<file path="config.mk">
export PLATFORM = sky130hd
export DESIGN_NAME = fetch_unit
export DESIGN_NICKNAME = d
export VERILOG_FILES = /design/src/rtl/fetch_unit.sv
export SDC_FILE = /design/constraint.sdc
export NUM_CORES = 1
export LEC_CHECK = 0
export ABC_AREA = 0
export ABC_CLOCK_PERIOD_IN_PS = 3100
export BUFFER_PORTS_ARGS = -buffer_cell sky130_fd_sc_hd__buf_2
export CORE_UTILIZATION = 54
export DETAILED_ROUTE_END_ITERATION = 16
export PLACE_DENSITY = 0.84
export SLEW_MARGIN = 20
export SYNTH_ARGS = -nofsm -noshare
export SYNTH_HDL_FRONTEND = slang
export SYNTH_SLANG_ARGS = --single-unit
</file>
<file path="constraint.sdc">
create_clock -name CLK -period 3.1 [get_ports CLK]
set_clock_uncertainty 0.05 [all_clocks]
set_input_delay 0.155 -clock CLK [delete_from_list [all_inputs] [get_ports CLK]]
set_output_delay 0.155 -clock CLK [all_outputs]
set_load 0.05 [all_outputs]
</file>
<file path="src/rtl/fetch_unit.sv">
`default_nettype none
// ============================================================================
// Module   : fetch_unit
// Purpose  : Instruction fetch stage. Holds the program counter, reads
//            instruction memory and presents the fetched word (MBR) to the
//            decode stage with a valid/ready handshake. Supports PC redirect
//            and halt.
// Revision : 1.0 - initial release
// ============================================================================
module fetch_unit #(
   parameter int                ADDR_W   = 8,
   parameter int                DATA_W   = 16,
   parameter logic [ADDR_W-1:0] PC_RESET = '0
) (
   input  logic              CLK,
   input  logic              RST_N,
   output logic              MEM_REQ,
   output logic [ADDR_W-1:0] MEM_ADDR,
   input  logic [DATA_W-1:0] MEM_RDATA,
   input  logic              MEM_ACK,
   output logic [DATA_W-1:0] MBR,
   output logic              MBR_VALID,
   input  logic              DEC_READY,
   input  logic              PC_LOAD,
   input  logic [ADDR_W-1:0] PC_TARGET,
   input  logic              HALT,
   output logic [ADDR_W-1:0] PC,
   output logic              BUSY
);

   typedef enum logic [1:0] {
      S_START  = 2'd0,
      S_FETCH  = 2'd1,
      S_HOLD   = 2'd2,
      S_HALTED = 2'd3
   } state_t;

   state_t              state_q, state_d;
   logic [ADDR_W-1:0]   pc_q, pc_d;
   logic [DATA_W-1:0]   mbr_q, mbr_d;
   logic                mbr_valid_q, mbr_valid_d;
   logic                redir_q, redir_d;     // redirect arrived while a read was outstanding
   logic [ADDR_W-1:0]   target_q, target_d;   // where to go once that read completes

   // State and datapath registers, asynchronously cleared
   always_ff @(posedge CLK or negedge RST_N) begin
      if (!RST_N) begin
         state_q     <= S_START;
         pc_q        <= PC_RESET;
         mbr_q       <= '0;
         mbr_valid_q <= 1'b0;
         redir_q     <= 1'b0;
         target_q    <= '0;
      end else begin
         state_q     <= state_d;
         pc_q        <= pc_d;
         mbr_q       <= mbr_d;
         mbr_valid_q <= mbr_valid_d;
         redir_q     <= redir_d;
         target_q    <= target_d;
      end
   end

   // Next-state logic: request lifecycle, redirect bookkeeping and handshake
   always_comb begin
      state_d     = state_q;
      pc_d        = pc_q;
      mbr_d       = mbr_q;
      mbr_valid_d = mbr_valid_q;
      redir_d     = redir_q;
      target_d    = target_q;

      case (state_q)
         S_START: begin
            state_d = HALT ? S_HALTED : S_FETCH;
         end

         S_FETCH: begin
            // HALT is not looked at here: an issued read always completes.
            if (MEM_ACK) begin
               if (PC_LOAD || redir_q) begin
                  // Word belongs to the abandoned path; drop it and refetch.
                  pc_d    = PC_LOAD ? PC_TARGET : target_q;
                  redir_d = 1'b0;
               end else begin
                  mbr_d       = MEM_RDATA;
                  mbr_valid_d = 1'b1;
                  pc_d        = pc_q + ADDR_W'(1);
                  state_d     = S_HOLD;
               end
            end else if (PC_LOAD) begin
               redir_d  = 1'b1;
               target_d = PC_TARGET;
            end
         end

         S_HOLD: begin
            if (PC_LOAD) begin
               // Flush the held word; it is on the wrong path.
               mbr_valid_d = 1'b0;
               mbr_d       = '0;
               pc_d        = PC_TARGET;
               state_d     = HALT ? S_HALTED : S_FETCH;
            end else if (DEC_READY) begin
               mbr_valid_d = 1'b0;
               state_d     = HALT ? S_HALTED : S_FETCH;
            end
         end

         S_HALTED: begin
            if (PC_LOAD) begin
               pc_d = PC_TARGET;
            end
            if (!HALT) begin
               state_d = S_FETCH;
            end
         end

         default: begin
            state_d = S_START;
         end
      endcase
   end

   // Memory-side signals decode straight from state so they drop with reset
   assign MEM_REQ   = (state_q == S_FETCH);
   assign BUSY      = (state_q == S_FETCH);
   assign MEM_ADDR  = pc_q;
   assign PC        = pc_q;
   assign MBR       = mbr_q;
   assign MBR_VALID = mbr_valid_q;

endmodule
`default_nettype wire

</file>
[Yosys cells after proc, flatten, opt, wreduce, memory -nomap -nowiden]
Cells that the tools add are included.
Word-level totals
  output and inout port bits: 35
  logic and storage cells: 54
  register bits: 36
  input port bits: 30
Operators by class
  bitwise logic cells: 1
  $add $sub $neg: 1
  reductions and logical operators: 12
  mux-type cells: 24
  equal/unequal tests: 10
Operators with widths (count)
  16-bit 2-to-1 mux: 3
  8-bit 2-to-1 mux: 4
  16-bit case mux with 2 select lines: 1
  8-bit case mux with 2 select lines: 1
  2-bit 2-to-1 mux: 6
  4-bit AND reduction: 3
  8-bit by 1-bit adder with 8-bit output (second input constant): 1
  2-bit != test (second input constant): 4
  2-bit case mux with 4 select lines: 1
  1-bit 2-to-1 mux: 7
  3-bit AND reduction: 2
  2-bit nonzero test: 3
  2-bit == test (second input constant): 2
  2-bit by 1-bit != test with 1-bit output (second input constant): 2
  3-bit != test (second input constant): 1
  2-bit by 1-bit == test with 1-bit output (second input constant): 1
  2-bit logical NOT: 1
  1-bit case mux with 2 select lines: 1
  2-bit AND reduction: 1
  2-bit OR reduction: 1
  1-bit logical OR: 1
  1-bit inverter: 1

[Depth between registers and ports, before layout]
Gate-level depths: netlist of run 1.
  depth in word-level cells: 4
  mapped depth: 6
  depth with buffers taken out: 5

[Worst setup path before layout of run 1]
No wires, ideal clock.
  path type: reg2reg
  start: register pc_q[0], in the netlist MEM_ADDR[0]
  end: register pc_q[6], in the netlist MEM_ADDR[6]
  required time: 2.928 ns
  cell stages (with the launch flop): 6
  period minus slack after synthesis: 1.763 ns
  arrival: 1.591 ns
  path buffers: 0
  setup time: 0.122 ns
  path slack: 1.337 ns
  path through: dfrtp_1 ha_1 nand3_1 nor3_1 o21ai_0 a32o_1
On the way
  cells in the longest elaborated chain, start to end: 4
RTL lines
  start, declared: line 39  | logic [ADDR_W-1:0] pc_q, pc_d;
  start signal, assigned: line 56  | pc_q <= pc_d;
  8-bit by 1-bit adder with 8-bit output: line 88  | pc_d = pc_q + ADDR_W'(1);
  8-bit 2-to-1 mux: line 81  | if (PC_LOAD || redir_q) begin
  8-bit 2-to-1 mux: line 80  | if (MEM_ACK) begin
  8-bit case mux with 2 select lines: line 73  | case (state_q)
Every way passes these cells. The select of a mux whose other input is x is not followed.
A chain may end at the register's enable or synchronous reset.

[Worst setup path in the final report of run 1]
  start: register state_q[1]
  end: register mbr_q[12], in the netlist MBR[12]
On the way
  cells in the longest elaborated chain, start to end: 3
  elaborated cells on any way between the ends: 8
  classes of those cells: eq/ne (5); mux (1); reduce/logical (2)
RTL lines
  start, declared: line 38  | state_t state_q, state_d;
  start signal, assigned: line 55  | state_q <= state_d;
  2-bit == test or 2-bit by 1-bit == test with 1-bit output (tied branches): line 73
  2-bit != test (no source line) or 2-bit nonzero test (tied branches)
  4-bit AND reduction (no source line)
  end signal, assigned: line 57  | mbr_q <= mbr_d;
  end, declared: line 40  | logic [DATA_W-1:0] mbr_q, mbr_d;
Parallel ways exist; a longest one is shown, timed or not.

==> impl_summary.txt, run 1 <==
----------------------------------------------------
[Placement]
  GP Congestion ... 0.742
  Number of cells in the design after placement ... 290
  HPWL after detailed placement ... 2.83 mm
  Buffers on Ports ... 64

[Synthesis]
  Post-synthesis area per instance ... 9.94 sq um
  Area contributors post-synth ... sky130_fd_sc_hd__dfrtp_1 (46%), sky130_fd_sc_hd__o21ai_2 (6.2%), sky130_fd_sc_hd__mux2_1 (5.1%), sky130_fd_sc_hd__nand3_2 (5.1%), sky130_fd_sc_hd__buf_4 (3.8%)
  Count of state elements after synthesis ... 36
  Distinct cell type count after synthesis ... 40
  Sequential-to-total area share from yosys stat ... 45.5%
  Flip-flop cell with the highest count after synthesis ... sky130_fd_sc_hd__dfrtp_1
  Synth Net Count ... 230
  Cell Area, Synth ... 1980 sq um
  Number of enable flip-flop cells after synthesis ... 0
  Synth warn ... 0
  Synthesized instance count ... 199
  Post-synth top area cell ... sky130_fd_sc_hd__dfrtp_1
  Area share of the largest cell type after synthesis ... 45.5%
  Post-synth ARST share ... 100%

[STA]
  Endpoints failing setup ... 0
  Final worst path period need ... 2.36 ns
  Setup repair after global routing missed its margin ... false
  Transition time at the pin with the least slew margin ... 0.898 ns
  Final max-slew violation count ... 0
  Max_slew headroom ... 40.1%
  Maximum clock rate ... 0.424 GHz
  Final count of hold timing violations ... 1
  Hold slack ... -0.000140 ns
  Sum Neg Setup Slack ... 0 ns
  Post-route clock period utilization ... 76.1%

[Global routing]
  Number of global-route vias before repair ... 1,491
  GRT Total Usage ... 23.5%
  Initial antenna violation count ... 0
  Global-route wire length before repair ... 7.13 mm
  GRT overflow ... 0
  Maximum number of pins on one net before global-route repair ... 37

[Outcome]
  Violations in the final reports ... negative hold slack
  Status ... complete, but fails checks

[CTS]
  Post-CTS clock slew at the launch and capture registers of the worst setup and hold paths ... 0.10 ns
  Number of hold buffers added after CTS ... 13
  H-tree level count ... 2
  TritonCTS buffer count ... 5
  Post-cts resize count ... 0
  Latest clock arrival within the worst-skew pair ... 0.33 ns
  Buffers inserted by post-CTS timing repair ... 0
  Library cell used as clock root buffer ... sky130_fd_sc_hd__clkbuf_4
  Total number of clock tree sinks ... 36
  Worst-case clock buffer depth ... 2
  Clock tree from TritonCTS ... built

[Worst setup path]
  Largest incremental delay on the critical path ... 0.88 ns
  Largest delay contributor family on the critical path ... compound AO/OA/AOI/OAI gates
  Worst flop-to-flop path endpoint ... MBR[12]
  Crit Path Class ... flip-flop to flip-flop
  Critical path arrival ... 2.57 ns
  Combined buffer and inverter count along the critical path ... 0
  Maximum fanout encountered on the critical timing path ... 32
  Cell breakdown of the critical path ... nor2b_1 -> a32o_2 -> nand3_1 -> o21ai_2
  Startpoint of the worst register-to-register path ... state_q[1]
  CP endpoint kind ... flip-flop
  Depth of the worst register-to-register path ... 4
  Critical path startpoint category ... flip-flop
  Slowest-stage cell, CP ... sky130_fd_sc_hd__a32o_2
  Internal reg-to-reg setup slack ... 0.74 ns
  WP data required ... 3.31 ns

[Floorplan]
  Placement row count ... 21
  Width of the die ... 62.5 microns
  Area enclosed by the die boundary ... 3910 sq um
  Area of the core region ... 3420 sq um
  I/O Pins ... 65
  Initial cell density of the core ... 57.9%
  Die height ... 62.5 microns

[Power and ir drop]
  Internal power component ... 1.26 mW
  Sequential cell fraction of total power ... 31.9%
  Logic pwr share ... 59.0%
  Clk network pwr share ... 9.0%
  P per Cell Area ... 1170 nW/um^2
  Static leakage ... 1.13 nW
  IR drop worst, VDD ... 0.770 mV
  Sw Share ... 55.6%
  Total net switching power ... 1.57 mW

[Final layout]
  Storage element area ... 901 sq um
  ANT cells ... 0
  Growth of design area from synthesis to finish ... 22.1%
  Filler cells ... 266
  Ratio of cells with drive above 1 in the final layout ... 36.5%
  Final std cells w/o fill ... 312
  Final #Nets ... 296
  Multi-input gate area in the final layout ... 863 sq um

[Min path]
  Worst Hold Depth ... 3
  Classification of the worst-slack hold path ... primary input to flip-flop
  Hold worst-path end ... MBR[14]
  Startpoint of the worst hold path ... MEM_RDATA[14]

[Routing]
  1st-iter DRT viols ... 72
  DR DRC count ... 0
  Final ANT Viol Nets ... 0
  Avg Vias per Cell ... 5.24
  Via Count ... 1,635
  Routed wire per std cell ... 13.4 microns
  Pre-Repair DR Iteration Count ... 4
  Sum of routed wire length over all layers ... 4.20 mm

[Flow run]
  Reported max-cap violation count ... 0

----------------------------------------------------
stage by stage:
stage	util [%]	hold slack, ns	area, sq um	power (mW)	worst slack [ns]
floorplan	-	-0.191	1980	2.32	1.34
detailed placement	64.9	0.231	2220	2.57	0.787
global placement	64.9	0.228	2220	2.54	0.948
finish	70.7	-0.000140	2420	2.83	0.740
global route	70.7	0.000432	2420	3.01	0.542
CTS	70.4	0.00171	2410	2.84	0.773
per-layer routing:
layer / GRT usage (%) / share of wire [%] / vias to the layer above
li1: - / - / 810
met1: 31.4 / 46 / 774
met2: 37.8 / 48 / 49
met3: 4.93 / 5.0 / 2
met4: 8.14 / 0.69 / 0
met5: 0 / 0 / -
cells in the mapped netlist (2+ instances only):
cell / n
sky130_fd_sc_hd__dfrtp_1: 36
sky130_fd_sc_hd__o31ai_1: 2
sky130_fd_sc_hd__buf_6: 3
sky130_fd_sc_hd__a31oi_1: 2
sky130_fd_sc_hd__nand3_1: 11
sky130_fd_sc_hd__o21ai_2: 14
sky130_fd_sc_hd__nor3_1: 3
sky130_fd_sc_hd__nor3b_1: 2
sky130_fd_sc_hd__nand3_2: 10
sky130_fd_sc_hd__buf_2: 6
sky130_fd_sc_hd__o21ai_0: 7
sky130_fd_sc_hd__nor2_1: 7
sky130_fd_sc_hd__buf_4: 10
sky130_fd_sc_hd__nand2b_1: 2
sky130_fd_sc_hd__nor2b_1: 3
sky130_fd_sc_hd__o21ai_1: 8
sky130_fd_sc_hd__mux2_1: 9
sky130_fd_sc_hd__nand2_1: 10
sky130_fd_sc_hd__mux2i_1: 4
sky130_fd_sc_hd__o21a_1: 2
sky130_fd_sc_hd__a21oi_1: 10
sky130_fd_sc_hd__inv_1: 20
tightest hold or removal path, cell delays in order:
cell	delay, ns
sky130_fd_sc_hd__buf_2	0.07
sky130_fd_sc_hd__nand3_1	0.06
sky130_fd_sc_hd__o21ai_2	0.06
placed cells by master (no fill, tap or decap), types with 3 or more instances in the layout:
cell type,instances
sky130_fd_sc_hd__dfrtp_1,36
sky130_fd_sc_hd__nor2b_1,3
sky130_fd_sc_hd__o21ai_1,8
sky130_fd_sc_hd__clkbuf_4,5
sky130_fd_sc_hd__nand2_1,10
sky130_fd_sc_hd__dlygate4sd3_1,14
sky130_fd_sc_hd__o21ai_2,14
sky130_fd_sc_hd__mux2i_1,4
sky130_fd_sc_hd__nand3_1,11
sky130_fd_sc_hd__nor3_1,3
sky130_fd_sc_hd__inv_1,20
sky130_fd_sc_hd__nor2_1,7
sky130_fd_sc_hd__o21ai_0,7
sky130_fd_sc_hd__mux2_1,9
sky130_fd_sc_hd__nand3_2,10
sky130_fd_sc_hd__a21oi_1,10
sky130_fd_sc_hd__buf_2,64
worst max-delay path by stage:
stage	start	endpoint	slack [ns]	depth (start not counted)
3_3_place_gp	state_q[1]	MBR[0]	0.95	4
6_report	state_q[1]	MBR[12]	0.74	4
4_1_cts	state_q[1]	MBR[13]	0.77	4
2_1_floorplan	MEM_ADDR[0]	MEM_ADDR[6]	1.34	5
5_1_grt	state_q[1]	MBR[12]	0.54	4
3_5_place_dp	state_q[1]	MBR[13]	0.79	4
power groups by stage:
stage	Sequential (mW)	Combinational [mW]	Clock, mW
6_report	0.904	1.67	0.256
5_1_grt	0.946	1.77	0.291
4_1_cts	0.904	1.68	0.263
3_5_place_dp	0.914	1.66	0
2_1_floorplan	1.40	0.918	0
3_3_place_gp	0.903	1.64	0
logic make-up (layout without fill, tap and decap cells):
group,after synthesis,after routing,share of synthesized area (%)
DFF,36,36,45.5
buffers and inverters,39,106,10.8
AOI/OAI and AO/OA,54,54,18.7
muxes,13,13,7.15
and+or+nand+nor,55,55,16.7
xor gates and xnor gates,1,1,0.443
adders and majority gates,1,1,0.632
cell type report:
type	count	share of cell area (%)
Clock buffer	8	2.43
Multi-Input combinational cell	124	35.7
Tap cell	46	2.38
Timing Repair Buffer	78	19.1
Sequential cell	36	37.3
Inverter	20	3.11
sequential cells by signal, summed over array words and instances, names as in the netlist:
register   count
MBR           16
MEM_ADDR       8
target_q       8
state_q        2
MBR_VALID      1
redir_q        1
Power figures use the tool's default switching activity.
==> run 2, diff against run 1 <==
- ABC_CLOCK_PERIOD_IN_PS: 3100 -> 2300
- CORE_UTILIZATION: 54 -> 50
- PLACE_DENSITY: 0.84 -> 0.79
- clock period: 3.1 -> 2.3 ns (I/O delays scaled with it)
==> impl_summary.txt, run 2 (synthesized netlist as in run 1, its figures left out) <==
----------------------------------------------------
[Placement]
  GP Congestion ... 0.772
  Buffers on Ports ... 64
  HPWL after detailed placement ... 2.91 mm

[STA]
  Max_slew headroom ... 46.8%
  Sum Neg Setup Slack ... 0 ns
  Post-route clock period utilization ... 76.5%
  Final worst path period need ... 1.76 ns
  Transition time at the pin with the least slew margin ... 0.798 ns
  Final max-slew violation count ... 0
  Setup repair after global routing missed its margin ... false
  Hold slack ... 0.00847 ns
  Maximum clock rate ... 0.568 GHz
  Endpoints failing setup ... 0
  Final count of hold timing violations ... 0

[Routing]
  Pre-Repair DR Iteration Count ... 4
  DR DRC count ... 0
  Final ANT Viol Nets ... 0
  Routed wire per std cell ... 13.7 microns
  Sum of routed wire length over all layers ... 4.22 mm
  1st-iter DRT viols ... 90
  Via Count ... 1,591
  Avg Vias per Cell ... 5.18

[CTS]
  Total number of clock tree sinks ... 36
  Buffers inserted by post-CTS timing repair ... 0
  Latest clock arrival within the worst-skew pair ... 0.28 ns
  Worst-case clock buffer depth ... 2
  Clock tree from TritonCTS ... built
  Post-CTS clock slew at the launch and capture registers of the worst setup and hold paths ... 0.07 ns
  H-tree level count ... 2
  Post-cts resize count ... 0
  TritonCTS buffer count ... 5
  Library cell used as clock root buffer ... sky130_fd_sc_hd__clkbuf_8

[Floorplan]
  Die height ... 64.9 microns
  Placement row count ... 22
  Area of the core region ... 3720 sq um
  Initial cell density of the core ... 53.2%
  I/O Pins ... 65
  Area enclosed by the die boundary ... 4210 sq um
  Width of the die ... 64.9 microns

[Final layout]
  Number of flip-flops under the largest register name ... 16
  Final #Nets ... 289
  Ratio of cells with drive above 1 in the final layout ... 38.6%
  Growth of design area from synthesis to finish ... 20.6%
  Commonest non-fill, non-tap cell in the layout ... sky130_fd_sc_hd__buf_2
  ANT cells ... 0
  Most frequent cells in the layout ... sky130_fd_sc_hd__buf_2 (64), sky130_fd_sc_hd__dfrtp_1 (36), sky130_fd_sc_hd__inv_1 (20)

[Global routing]
  Number of global-route vias before repair ... 1,502
  GRT overflow ... 0
  Maximum number of pins on one net before global-route repair ... 37
  GRT Total Usage ... 22.5%
  Initial antenna violation count ... 0
  Global-route wire length before repair ... 7.21 mm

[Worst setup path]
  Critical path arrival ... 1.87 ns
  Slowest-stage cell, CP ... sky130_fd_sc_hd__dfrtp_1
  Maximum fanout encountered on the critical timing path ... 8
  Cell breakdown of the critical path ... nor2b_1 -> nand2_1 -> nor2_4 -> mux2_1
  Worst flop-to-flop path endpoint ... target_q[6]
  Largest incremental delay on the critical path ... 0.42 ns
  Crit Path Class ... flip-flop to flip-flop
  Critical path startpoint category ... flip-flop
  CP endpoint kind ... flip-flop
  Depth of the worst register-to-register path ... 4
  Largest delay contributor family on the critical path ... simple AND/OR/NAND/NOR gates
  Internal reg-to-reg setup slack ... 0.54 ns
  WP data required ... 2.41 ns
  Combined buffer and inverter count along the critical path ... 0
  Startpoint of the worst register-to-register path ... state_q[0]

[Flow run]
  Reported max-cap violation count ... 0

[Power and ir drop]
  P per Cell Area ... 1660 nW/um^2
  Static leakage ... 1.12 nW
  IR drop worst, VDD ... 0.859 mV

[Min path]
  Startpoint of the worst hold path ... MEM_RDATA[10]
  Hold worst-path end ... MBR[10]
  Classification of the worst-slack hold path ... primary input to flip-flop
  Worst Hold Depth ... 3

[Outcome]
  Status ... finished, final reports clean

----------------------------------------------------
run 2: where the power goes:
group	leakage (nW)	internal (mW)	switching [mW]	total [mW]
clock network	0.0455	0.244	0.210	0.454
logic	0.644	0.629	1.68	2.31
registers	0.428	0.935	0.258	1.19
total	1.12	1.81	2.15	3.96
run 2: timing repair:
item / in CTS / in global routing
hold endpoints to repair: 39 / 0
hold buffers: 4 / 0
endpoints found under the setup margin: 0 / 0
run 2: layout make-up:
type                    instances  area (sq um)
inverters                      20          75.1
fillers                       339          1330
multi-input cells             124           863
repair buffers                 71           395
clock buffers                   8          90.1
well taps                      48          60.1
flip-flops and latches         36           901
run 2: worst register-to-register path: cells and delay by family, from the launching register on:
kind / cells / cell delay (ns)
and+or+nand+nor: 3 / 0.81
DFF: 1 / 0.42
muxes: 1 / 0.36
run 2: worst max path at each step:
stage                startpoint     endpoint  slack [ns]  cells past startpoint
finish               state_q[0]  target_q[6]        0.54                      4
global route         state_q[0]  target_q[6]        0.33                      4
detailed placement   state_q[0]  target_q[6]        0.54                      4
global placement     state_q[0]  target_q[1]        0.62                      4
CTS                  state_q[0]  target_q[6]        0.52                      4
floorplan           MEM_ADDR[0]  MEM_ADDR[6]        0.54                      5
run 2: metrics by stage:
stage	instances	setup WS [ns]	power (mW)	area (sq um)	util, %
2_1_floorplan	199	0.537	3.12	1980	-
3_3_place_gp	295	0.620	3.46	2250	60.7
3_5_place_dp	295	0.544	3.51	2250	60.7
4_1_cts	307	0.524	3.99	2380	64.2
5_1_grt	307	0.334	4.22	2380	64.2
6_report	307	0.541	3.96	2380	64.2
run 2: routing by layer:
layer  GRT usage [%]  share of wire (%)  vias up
met4            7.78               0.83        0
met3            5.46                5.4        5
met2            33.5                 47       44
met5               0                  0        -
met1            31.8                 47      747
li1                -                  -      795
==> run 3, diff against run 2 <==
- ABC_CLOCK_PERIOD_IN_PS: 2300 -> 1650
- clock period: 2.3 -> 1.65 ns (I/O delays scaled with it)
==> impl_summary.txt, run 3 (synthesized netlist as in run 1, its figures left out) <==
----------------------------------------------------
[Outcome]
  Status ... finished, final reports clean

[Power and ir drop]
  P per Cell Area ... 2150 nW/um^2
  Static leakage ... 1.23 nW
  IR drop worst, VDD ... 1.30 mV
  Total Power ... 5.69 mW

[STA]
  Post-route clock period utilization ... 93.3%
  Final max-slew violation count ... 0
  Setup repair after global routing missed its margin ... false
  Transition time at the pin with the least slew margin ... 0.626 ns
  Sum Neg Setup Slack ... 0 ns
  Final count of hold timing violations ... 0
  Endpoints failing setup ... 0
  Max_slew headroom ... 58.3%
  Maximum clock rate ... 0.649 GHz
  Final worst path period need ... 1.54 ns

[Global routing]
  GRT overflow ... 0
  Maximum number of pins on one net before global-route repair ... 33
  Initial antenna violation count ... 0
  Global-route wire length before repair ... 7.62 mm
  GRT Total Usage ... 24.4%
  Number of global-route vias before repair ... 1,654

[Floorplan]
  Area of the core region ... 3720 sq um
  Area enclosed by the die boundary ... 4210 sq um
  Die height ... 64.9 microns
  I/O Pins ... 65
  Placement row count ... 22
  Width of the die ... 64.9 microns
  Initial cell density of the core ... 53.2%

[Worst setup path]
  WP data required ... 1.77 ns
  Maximum fanout encountered on the critical timing path ... 7
  Crit Path Class ... flip-flop to flip-flop
  Internal reg-to-reg setup slack ... 0.11 ns
  CP endpoint kind ... flip-flop
  Worst flop-to-flop path endpoint ... MEM_ADDR[4]
  Depth of the worst register-to-register path ... 5
  Critical path startpoint category ... flip-flop
  Startpoint of the worst register-to-register path ... MEM_ADDR[0]
  Critical path arrival ... 1.66 ns

[CTS]
  Clock tree from TritonCTS ... built
  Library cell used as clock root buffer ... sky130_fd_sc_hd__clkbuf_8
  Worst-case clock buffer depth ... 2
  Latest clock arrival within the worst-skew pair ... 0.29 ns
  Buffers inserted by post-CTS timing repair ... 0
  Total number of clock tree sinks ... 36
  TritonCTS buffer count ... 5
  Post-cts resize count ... 0
  Post-CTS clock slew at the launch and capture registers of the worst setup and hold paths ... 0.07 ns
  H-tree level count ... 2
  Number of hold buffers added after CTS ... 25

[Final layout]
  Final #Nets ... 315
  Filler cells ... 310
  Most frequent cells in the layout ... sky130_fd_sc_hd__buf_2 (64), sky130_fd_sc_hd__dfrtp_1 (33), sky130_fd_sc_hd__dlygate4sd3_1 (25)
  Number of flip-flops under the largest register name ... 16
  Multi-input gate area in the final layout ... 863 sq um
  ANT cells ... 0
  Growth of design area from synthesis to finish ... 33.6%
  Storage element area ... 905 sq um
  Ratio of cells with drive above 1 in the final layout ... 38.4%
  Commonest non-fill, non-tap cell in the layout ... sky130_fd_sc_hd__buf_2

[Placement]
  GP Congestion ... 0.805
  Buffers on Ports ... 64
  HPWL after detailed placement ... 2.93 mm

[Routing]
  Via Count ... 1,710
  Routed wire per std cell ... 13.8 microns
  Pre-Repair DR Iteration Count ... 4
  Sum of routed wire length over all layers ... 4.57 mm
  1st-iter DRT viols ... 79
  Final ANT Viol Nets ... 0
  DR DRC count ... 0
  Avg Vias per Cell ... 5.15

[Min path]
  Hold worst-path end ... target_q[5]
  Worst Hold Depth ... 2
  Startpoint of the worst hold path ... PC_TARGET[5]
  Classification of the worst-slack hold path ... primary input to flip-flop

[Flow run]
  Reported max-cap violation count ... 0

----------------------------------------------------
-- run 3: changes by cell type in the layout (fill, tap and decap cells not counted), sizes merged --
cell         delta
clkbuf          -1
buf             +5
dlygate4sd3    +21
-- run 3: where the power goes --
part / switching (mW) / internal, mW
logic: 2.41 / 0.959
registers: 0.324 / 1.31
clock network: 0.312 / 0.372
-- run 3: layout make-up --
class	count	share of cell area, %
flip-flops and latches	36	34.2
multi-input cells	124	32.7
inverters	20	2.84
well taps	48	2.27
repair buffers	97	24.3
clock buffers	7	3.65
-- run 3: layer usage --
metal	up-vias	GRT usage, %	share of wire, %
li1	850	-	-
met1	796	30.2	44
met2	55	40.0	49
met3	9	6.87	5.6
met4	0	9.17	1.6
met5	-	0	0
-- run 3: worst max-delay path by stage --
stage | to | slack [ns] | from
after floorplan | MEM_ADDR[7] | 0.03 | MEM_ADDR[3]
after global placement | MEM_ADDR[4] | 0.14 | MEM_ADDR[0]
after detailed placement | MEM_ADDR[4] | 0.11 | MEM_ADDR[0]
after CTS | MEM_ADDR[4] | 0.1 | MEM_ADDR[0]
after global routing | MBR[2] | 0.008 | state_q[1]
final | MEM_ADDR[4] | 0.11 | MEM_ADDR[0]
-- run 3: metrics by stage --
step	cell area (sq um)	util, %	instances	setup WS (ns)	hold WS (ns)
2_1_floorplan	1980	-	199	0.0334	-0.263
3_3_place_gp	2300	61.8	300	0.135	0.0907
3_5_place_dp	2300	61.8	300	0.108	0.0885
4_1_cts	2640	71.1	332	0.0981	0.000975
5_1_grt	2640	71.1	332	0.00761	0.0208
6_report	2640	71.1	332	0.110	0.00854
-- run 3: critical path, cell delays in order (launching register included) --
cell and delay, ns:
sky130_fd_sc_hd__dfrtp_2 0.44, sky130_fd_sc_hd__ha_1 0.23, sky130_fd_sc_hd__nand3_1 0.15, sky130_fd_sc_hd__nor3_1 0.06
sky130_fd_sc_hd__a2111oi_0 0.38, sky130_fd_sc_hd__o31ai_1 0.10
